$ cat src/rtl/mul_pkg.sv
// mul_pkg: FSM state type, counter sizing and handshake reset constants
// shared by mul_seq_unit and the ALU FIFO wrappers.
package mul_pkg;

    typedef enum logic [2:0] {
        ST_IDLE = 3'd0,
        ST_CALC = 3'd1,
        ST_DONE = 3'd2
    } mul_state_e;

    localparam mul_state_e MUL_RST_STATE = ST_IDLE;
    localparam logic MUL_IN_READY_RST = 1'b1;
    localparam logic MUL_OUT_VALID_RST = 1'b0;

    function automatic int mul_cnt_width(input int w);
        return $clog2(w) + 1;
    endfunction

endpackage

$ cat src/rtl/mul_seq_datapath.sv
// mul_seq_datapath: operand magnitudes, {carry, acc, mult} shift register,
// adder and sign fix. Optional early-exit detect under MUL_EARLY_EXIT_EN.
module mul_seq_datapath
    import mul_pkg::*;
#(
    parameter int W  = 8,
    parameter int CW = mul_cnt_width(W)
) (
    input  logic           clk,
    input  logic           rst,
    input  logic           load,
    input  logic           step,
    input  logic [W-1:0]   a_in,
    input  logic [W-1:0]   b_in,
    input  logic           signed_op,
    input  logic [CW-1:0]  cnt,
    output logic [2*W-1:0] product,
    output logic           rem_zero
);

    logic [W-1:0]   mcand;
    logic [W-1:0]   mult;
    logic [W:0]     acc;
    logic           neg;
    logic [W-1:0]   a_mag;
    logic [W-1:0]   b_mag;
    logic [W-1:0]   addend;
    logic [W:0]     sum;
    logic [2*W-1:0] p_next;
    logic [2*W-1:0] p_align;
    logic [CW-1:0]  rsh;

    // p_next is the register pair after this cycle's add and shift;
    // rsh is the number of shifts still owed if we stop now.
    always_comb begin
        a_mag   = (signed_op & a_in[W-1]) ? -a_in : a_in;
        b_mag   = (signed_op & b_in[W-1]) ? -b_in : b_in;
        addend  = mult[0] ? mcand : '0;
        sum     = acc + {1'b0, addend};
        p_next  = {sum, mult[W-1:1]};
        rsh     = CW'(W - 1) - cnt;
        p_align = p_next >> rsh;
        product = neg ? -p_align : p_align;
    end

`ifdef MUL_EARLY_EXIT_EN
    logic [W-1:0] rem_mask;

    assign rem_mask = {W{1'b1}} >> (cnt + CW'(1));
    assign rem_zero = ((mult >> 1) & rem_mask) == '0;
`else
    assign rem_zero = 1'b0;
`endif

    always_ff @(posedge clk) begin
        if (rst) begin
            mcand <= '0;
            mult  <= '0;
            acc   <= '0;
            neg   <= 1'b0;
        end else if (load) begin
            mcand <= a_mag;
            mult  <= b_mag;
            acc   <= '0;
            neg   <= signed_op & (a_in[W-1] ^ b_in[W-1]);
        end else if (step) begin
            acc   <= {1'b0, sum[W:1]};
            mult  <= {sum[0], mult[W-1:1]};
        end
    end

endmodule

$ cat src/rtl/mul_seq_unit.sv
// mul_seq_unit: sequential shift-and-add multiplier with tag and handshakes.
// Define MUL_EARLY_EXIT_EN for data-dependent early termination.
module mul_seq_unit
    import mul_pkg::*;
#(
    parameter int MUL_DATA_SIZE = 8,
    parameter int ID_SIZE       = 8
) (
    input  logic                       clk,
    input  logic                       rst,
    input  logic [MUL_DATA_SIZE-1:0]   a_in,
    input  logic [MUL_DATA_SIZE-1:0]   b_in,
    input  logic                       signed_op,
    input  logic [ID_SIZE-1:0]         id_in,
    input  logic                       in_valid,
    output logic                       in_ready,
    output logic                       out_valid,
    input  logic                       out_ready,
    output logic [2*MUL_DATA_SIZE-1:0] result,
    output logic [ID_SIZE-1:0]         id_out,
    output logic                       busy
);

    localparam int W  = MUL_DATA_SIZE;
    localparam int CW = mul_cnt_width(W);

    mul_state_e     state;
    logic [CW-1:0]  cnt;
    logic [ID_SIZE-1:0] id_q;
    logic           load;
    logic           step;
    logic           last;
    logic           rem_zero;
    logic [2*W-1:0] product;

    assign load = (state == ST_IDLE) & in_valid;
    assign step = (state == ST_CALC);
    assign last = (cnt == CW'(W - 1)) | rem_zero;

    mul_seq_datapath #(
        .W  (W),
        .CW (CW)
    ) u_dp (
        .clk       (clk),
        .rst       (rst),
        .load      (load),
        .step      (step),
        .a_in      (a_in),
        .b_in      (b_in),
        .signed_op (signed_op),
        .cnt       (cnt),
        .product   (product),
        .rem_zero  (rem_zero)
    );

    always_ff @(posedge clk) begin
        if (rst) begin
            state     <= MUL_RST_STATE;
            in_ready  <= MUL_IN_READY_RST;
            out_valid <= MUL_OUT_VALID_RST;
            busy      <= 1'b0;
            cnt       <= '0;
            id_q      <= '0;
            id_out    <= '0;
            result    <= '0;
        end else begin
            unique case (state)
                ST_IDLE: begin
                    if (in_valid) begin
                        state    <= ST_CALC;
                        in_ready <= 1'b0;
                        busy     <= 1'b1;
                        cnt      <= '0;
                        id_q     <= id_in;
                    end
                end
                ST_CALC: begin
                    cnt <= cnt + CW'(1);
                    if (last) begin
                        state     <= ST_DONE;
                        out_valid <= 1'b1;
                        result    <= product;
                        id_out    <= id_q;
                    end
                end
                ST_DONE: begin
                    if (out_ready) begin
                        state     <= ST_IDLE;
                        out_valid <= 1'b0;
                        busy      <= 1'b0;
                        in_ready  <= 1'b1;
                    end
                end
                default: begin
                    state     <= ST_IDLE;
                    in_ready  <= 1'b1;
                    out_valid <= 1'b0;
                    busy      <= 1'b0;
                end
            endcase
        end
    end

endmodule

$ cat config.mk
export PLATFORM = sky130hd
export DESIGN_NAME = mul_seq_unit
export DESIGN_NICKNAME = d
export VERILOG_FILES = /design/src/rtl/mul_pkg.sv /design/src/rtl/mul_seq_datapath.sv /design/src/rtl/mul_seq_unit.sv
export SDC_FILE = /design/constraint.sdc
export NUM_CORES = 1
export LEC_CHECK = 0
export BUFFER_PORTS_ARGS = -buffer_cell sky130_fd_sc_hd__buf_2
export CORE_AREA = 3 3 90 92
export CTS_BUF_LIST = sky130_fd_sc_hd__clkbuf_2 sky130_fd_sc_hd__clkbuf_4 sky130_fd_sc_hd__clkbuf_8
export DETAILED_ROUTE_END_ITERATION = 8
export DIE_AREA = 0 0 93 95
export PLACE_DENSITY = 0.91
export SETUP_SLACK_MARGIN = 0.1
export SYNTH_ARGS = -nofsm -noshare
export SYNTH_HDL_FRONTEND = slang
export SYNTH_SLANG_ARGS = --single-unit
$ cat constraint.sdc
create_clock -name clk -period 4.7 [get_ports clk]
set_input_delay 0.47 -clock clk [delete_from_list [all_inputs] [get_ports clk]]
set_output_delay 0.47 -clock clk [all_outputs]
set_load 0.01 [all_outputs]
==> metrics, run 1 <==
number of antenna diodes 0; FMAX 0.237 GHz; port bufs 55; Synthesized Nets approximately 610; Die W 93 um; cts hold-fix bufs 0; area delta synth->final 11.6%; Setup Viol. Count Final 0; Worst setup EP type register; Crit Path Max Fanout 9; WP data required ~5.0 ns; global-route wire length before repair between 15 and 20 mm; r2r endpoint result[8]; warnings from Yosys 0; DP Cell Count 687; Top cell by count, worst path a211o_1; crit path cell chain and2_1 > ha_1 > fa_1 > a211o_1 > a211o_1 > or3b_1 > a41oi_4 > a2111oi_4 > o211ai_2 > or3_1 > o41a_1 > xor2_1 > a211oi_2; # Max-Cap Violations 0; Setup CP Type register to register; R2R cell count 13; leak pwr 2.00 nW; CTS buffer count 9; Post-Synthesis Mean Instance Area 7.70 um2; fin crit share 0.899; GRT Total Usage 0.275; Initial Util 0.601; RSZ-0062 raised after global routing no; status finished, final reports clean; Synth top area share 0.302; synth top area cells dfxtp_1 (30%), nand2_1 (8.3%), a21oi_1 (5.1%); Clk pin slew, worst setup/hold paths approximately 0.08 ns; Hold Worst Slack 0.349 ns; drt drc 0; Cell variety after synth 68; power per cell area 293 nW/um2; IO Count between 50 and 60; layout net count 641; die footprint 8840 um2; total gr overflow 0; Critical path origin u_dp.mult[0]; FF-to-FF setup slack 0.47 ns; postcts setup bufs 0; Synth area leader dfxtp_1; Critical R2R Launch u_dp.mult[0]; slew margin rel. 0.281; pin count of the biggest net entering global routing 61; max incr delay on CP about 0.6 ns; Root Driver clkbuf_8; Synth Instances around 570; drt initial violations 495; H-tree depth 3; Via density 6.42; CTS Buffer Depth 2; post-CTS sizing 0; Hold Vio Cnt, Final 0; skew final roughly 0.012 ns; final non-filler cell total 703; Setup TNS 0 ns; antenna violations before repair 0; Vias 4516; routed len/inst around 17 um; routed wire length around 12 mm; Antenna Violating Nets Remaining 0; Peak VDD IR 0.259 mV; Worst Path Arrival 4.50 ns; Synth Flop Type dfxtp_1; GP Congestion 0.967; Die H 95 um; Worst-Margin Slew 1.08 ns; CTS tree yes; Period minus WS final 4.23 ns; Critical Path Source Type register; number of enable flip-flop cells after synthesis 0; fin. max-slew vios 0; # clock sinks 66; min-delay src id_in[6]; core area about 7300 um2; Cell Rows 31; share of layout cells above drive strength 1 0.161; crit path to result[8]; ys async rst share 0; sequential fraction of the synthesis area 0.302; Pre-Repair DR Iteration Count 5; Yosys reg bits 66; vias in the first global route 4199; worst hold path class input pin to register; clock latency at the later pin of the worst-skew pair 0.35 ns; slowest cell on the critical path or3_1; DP HPWL just over 8 mm; Mapped Area ~4400 um2
## worst min path at each step
stage,slack [ns],depth (start not counted),end
floorplan,0.43,2,u_dp.mcand[0]
global placement,0.44,2,id_out[1]
detailed placement,0.45,2,id_out[7]
CTS,0.34,3,id_q[6]
global route,0.36,3,id_q[7]
finish,0.35,3,id_q[6]
## power breakdown
| group | leakage [nW] | switching, W | internal, W |
|---|---|---|---|
| clock network | 0.124 | 0.000246 | 0.000358 |
| logic | 1.34 | 0.000143 | 0.0000854 |
| registers | 0.537 | 0.0000237 | 0.000579 |
## flip-flops by register name, summed over array words and instances (netlist names), 2 cells and up
signal / cells
u_dp.mcand: 8
id_out: 8
id_q: 8
u_dp.acc: 8
result: 16
state: 2
u_dp.mult: 8
cnt: 4
## layer usage
| metal | part of all wire | up-vias | routed length (um) | global-route usage |
|---|---|---|---|---|
| li1 | - | 2115 | - | - |
| met1 | 0.40 | 2089 | 4770 | 0.334 |
| met2 | 0.47 | 257 | 5620 | 0.456 |
| met3 | 0.087 | 55 | 1030 | 0.0606 |
| met4 | 0.038 | 0 | 454 | 0.144 |
| met5 | 0 | - | 0 | 0 |
## through the flow
stage | instance area (um2) | setup slack, ns | power, W | utilization
after floorplan | 4380 | 0.915 | 0.000776 | -
after global placement | 4640 | 0.737 | 0.000820 | 0.636
after detailed placement | 4640 | 0.586 | 0.000832 | 0.636
after CTS | 4890 | 0.563 | 0.00143 | 0.670
after global routing | 4890 | 0.343 | 0.00149 | 0.670
final | 4890 | 0.473 | 0.00143 | 0.670
## Yosys cell counts, types with 8 or more instances
master and instances:
a31oi_1 8, nand3_1 17, and2_1 11, a211oi_1 18, clkbuf_1 29, nor2_1 58, xnor2_1 12, ha_1 12
a21oi_1 45, o21ai_0 19, nor3_1 11, nand2_1 97, inv_1 9, a311oi_1 10, xor2_1 13, dfxtp_1 66
mux2i_1 9
## worst max-delay path, delay by kind of cell (launching register included)
kind                       cells  cell delay, ns
AOI/OAI and AO/OA              7            1.94
and+or+nand+nor                3            1.01
adders and majority gates      2            0.67
DFF                            1            0.37
xor gates and xnor gates       1            0.16
## cell usage in the layout (no fill, tap or decap), types with 7 or more instances in the layout
cell      Yosys  final
nor2_1       58     57
dfxtp_1      66     66
nand3_1      17     17
a21oi_1      45     45
o31ai_1       7      7
inv_1         9      9
and2_1       11     11
a211oi_1     18     18
o21ai_0      19     19
clkbuf_8      0      9
xor2_1       13     13
ha_1         12     12
a21o_1        7      7
nand2_1      97     97
mux2i_1       9      9
a31oi_1       8      8
xnor2_1      12     12
nor3_1       11     11
a311oi_1     10     10
buf_2         7     55
## area by class of cell
cell class                 instances  area (um2)
tap                               99         124
clock buffer                       9         124
fill                             594        2400
timing repair buffer              61         320
inverter                          10        37.5
multi-input combinational        451        2840
clock inverter                     7         125
sequential                        66        1320
## cell families (layout without fill, tap and decap cells)
family | count (synthesis) | after routing | share of synthesized area
compound gates | 173 | 173 | 0.291
xor+xnor | 25 | 25 | 0.0500
fa+ha+maj | 13 | 13 | 0.0388
buf+inv | 52 | 87 | 0.0517
flops | 66 | 66 | 0.302
mux | 12 | 12 | 0.0334
simple gates | 228 | 228 | 0.234
Power figures use the tool's default switching activity.
==> run 2: changes to the inputs <==
CELL_PAD_IN_SITES_DETAIL_PLACEMENT = 1   (was not set)
CELL_PAD_IN_SITES_GLOBAL_PLACEMENT = 1   (was not set)
CORE_AREA = 3 3 104 106   (was 3 3 90 92)
DIE_AREA = 0 0 107 109   (was 0 0 93 95)
==> run 2 against run 1 <==
Effect of this change:
- global-route usage fell by 2.1 points
- worst setup slack worse by 0.083 ns
- wire length up 19%
- critical path type unchanged
==> metrics, run 2 (same netlist as run 1, synthesis figures left out) <==
status finished, final reports clean; Final Instance Area 4960 um2 (+1.5%); routed wire length 14.1 mm (+19%); power per cell area 294 nW/um2 (+0.13%); Die H 109 um (+15%); Via density 6.03 (-6.2%); number of antenna diodes 0 (unchanged); Period minus WS final 4.31 ns (+0.0825 ns); routed len/inst 19.0 um (+13%); Critical Path Source Type register; skew final 0.0164 ns (+0.00394 ns); FF-to-FF setup slack 0.39 ns (-0.08 ns); Initial Util 0.444 (-0.157); IO Count 56 (unchanged); slowest cell on the critical path fa_1; FMAX 0.232 GHz (-1.9%); Antenna Violating Nets Remaining 0 (unchanged); CTS buffer count 9 (unchanged); Clk pin slew, worst setup/hold paths 0.09 ns (about the same); share of layout cells above drive strength 1 0.166 (+0.00552); leak pwr 2.02 nW (+0.94%); postcts setup bufs 0 (unchanged); layout net count 645 (+0.62%); core area 9860 um2 (+35%); most common cell after layout, fill and taps aside nand2_1; CTS Buffer Depth 2 (unchanged); H-tree depth 3 (unchanged); total gr overflow 0 (unchanged); Cell Rows 36 (+16%); Pre-Repair DR Iteration Count 5 (unchanged); max incr delay on CP 0.45 ns (-0.15 ns); Setup TNS 0 ns (unchanged); Setup CP Type register to register; die footprint 11700 um2 (+32%); Critical R2R Launch u_dp.mult[0]; drt initial violations 247 (-50%); Crit Path Max Fanout 9 (unchanged); Finished Core Util 0.503 (-0.167); port bufs 55 (unchanged); post-CTS sizing 0 (unchanged); clock latency at the later pin of the worst-skew pair 0.37 ns (+0.02 ns); drt drc 0 (unchanged); WP data required 4.94 ns (-0.03 ns); DP HPWL 9.94 mm (+22%); Setup Viol. Count Final 0 (unchanged); R2R cell count 15 (+2); GP Congestion 0.896 (-7.3%); fin. max-slew vios 0 (unchanged); Die W 107 um (+15%); Hold Worst Slack 0.338 ns (-0.0105 ns); GRT Total Usage 0.254 (-0.0205); cts hold-fix bufs 0 (unchanged); worst hold path class input pin to register; Root Driver clkbuf_8; register with the most flip-flops result; slew margin rel. 0.262 (-0.0190); # Max-Cap Violations 0 (unchanged); Vias 4467 (-1.1%); global-route wire length before repair 23.5 mm (+21%); antenna violations before repair 0 (unchanged); most frequent cells in the layout nand2_1 (97), dfxtp_1 (66), nor2_1 (57), buf_2 (55), a21oi_1 (45); post-place instance area 4710 um2 (+1.6%); Worst setup EP type register; area delta synth->final 13.2%; # clock sinks 66 (unchanged); crit path cell chain and2_1 > ha_1 > fa_1 > a211o_1 > a211o_1 > a221o_1 > o21ai_1 > a311oi_1 > buf_4 > inv_1 > ha_1 > nand2_1 > o31ai_1 > xor2_1 > o21ai_0; max FFs per register 16 (unchanged); Worst-Margin Slew 1.11 ns (+0.0284 ns); r2r endpoint result[4]; Worst Path Arrival 4.55 ns (+0.05 ns); Peak VDD IR 0.235 mV (-9.2%); CTS tree yes; Worst Hold End id_q[6]; RSZ-0062 raised after global routing no; min-delay src id_in[6]; fin crit share 0.917 (+0.0176); Hold Vio Cnt, Final 0 (unchanged); vias in the first global route 4641 (+11%); hold path depth 3 (unchanged); pin count of the biggest net entering global routing 33 (-46%)
run 2: cell count changes in the layout (fill, tap and decap cells not counted), sizes merged:
cell,before,now
buf,61,65
clkinv,3,4
inv,11,10
run 2: per-layer routing:
metal,up-vias,share of wire,track usage
met2,143,0.50,0.441
met5,-,0,0
met1,2161,0.41,0.305
met3,45,0.053,0.0438
met4,0,0.034,0.124
li1,2118,-,-
run 2: worst max-delay path by stage:
stage,startpoint,to,cells after the start
finish,u_dp.mult[0],result[4],15
floorplan,u_dp.mult[0],result[8],14
detailed placement,u_dp.mult[0],result[10],13
CTS,u_dp.mult[0],result[8],13
global placement,u_dp.mult[0],result[10],13
global route,u_dp.mult[0],result[4],16
run 2: layout make-up:
| type | count | area [um2] |
|---|---|---|
| Fill cell | 1229 | 4900 |
| Timing Repair Buffer | 65 | 350 |
| Sequential cell | 66 | 1320 |
| Multi-Input combinational cell | 451 | 2840 |
| Tap cell | 133 | 166 |
| Clock inverter | 7 | 125 |
| Clock buffer | 9 | 124 |
| Inverter | 10 | 37.5 |
run 2: power breakdown:
group	internal, W	total [W]	leakage, nW	switching [W]
Combinational	0.0000869	0.000234	1.36	0.000147
Clock	0.000357	0.000620	0.124	0.000263
Sequential	0.000579	0.000604	0.537	0.0000252
Total	0.00102	0.00146	2.02	0.000435
run 2: worst max-delay path, delay by kind of cell (launching register included):
family | cells | cell delay (ns)
AO/OA/AOI/OAI | 7 | 2.02
adder cells (fa/ha/maj) | 3 | 0.87
flip-flops | 1 | 0.37
AND/OR/NAND/NOR | 2 | 0.37
XOR/XNOR | 1 | 0.33
buffers and inverters | 2 | 0.24
run 2: stage by stage:
step | cells | worst slack [ns] | total power, W
2_1_floorplan | 569 | 0.915 | 0.000776
5_1_grt | 741 | 0.205 | 0.00152
6_report | 741 | 0.390 | 0.00146
4_1_cts | 741 | 0.442 | 0.00146
3_3_place_gp | 725 | 0.729 | 0.000829
3_5_place_dp | 725 | 0.484 | 0.000843
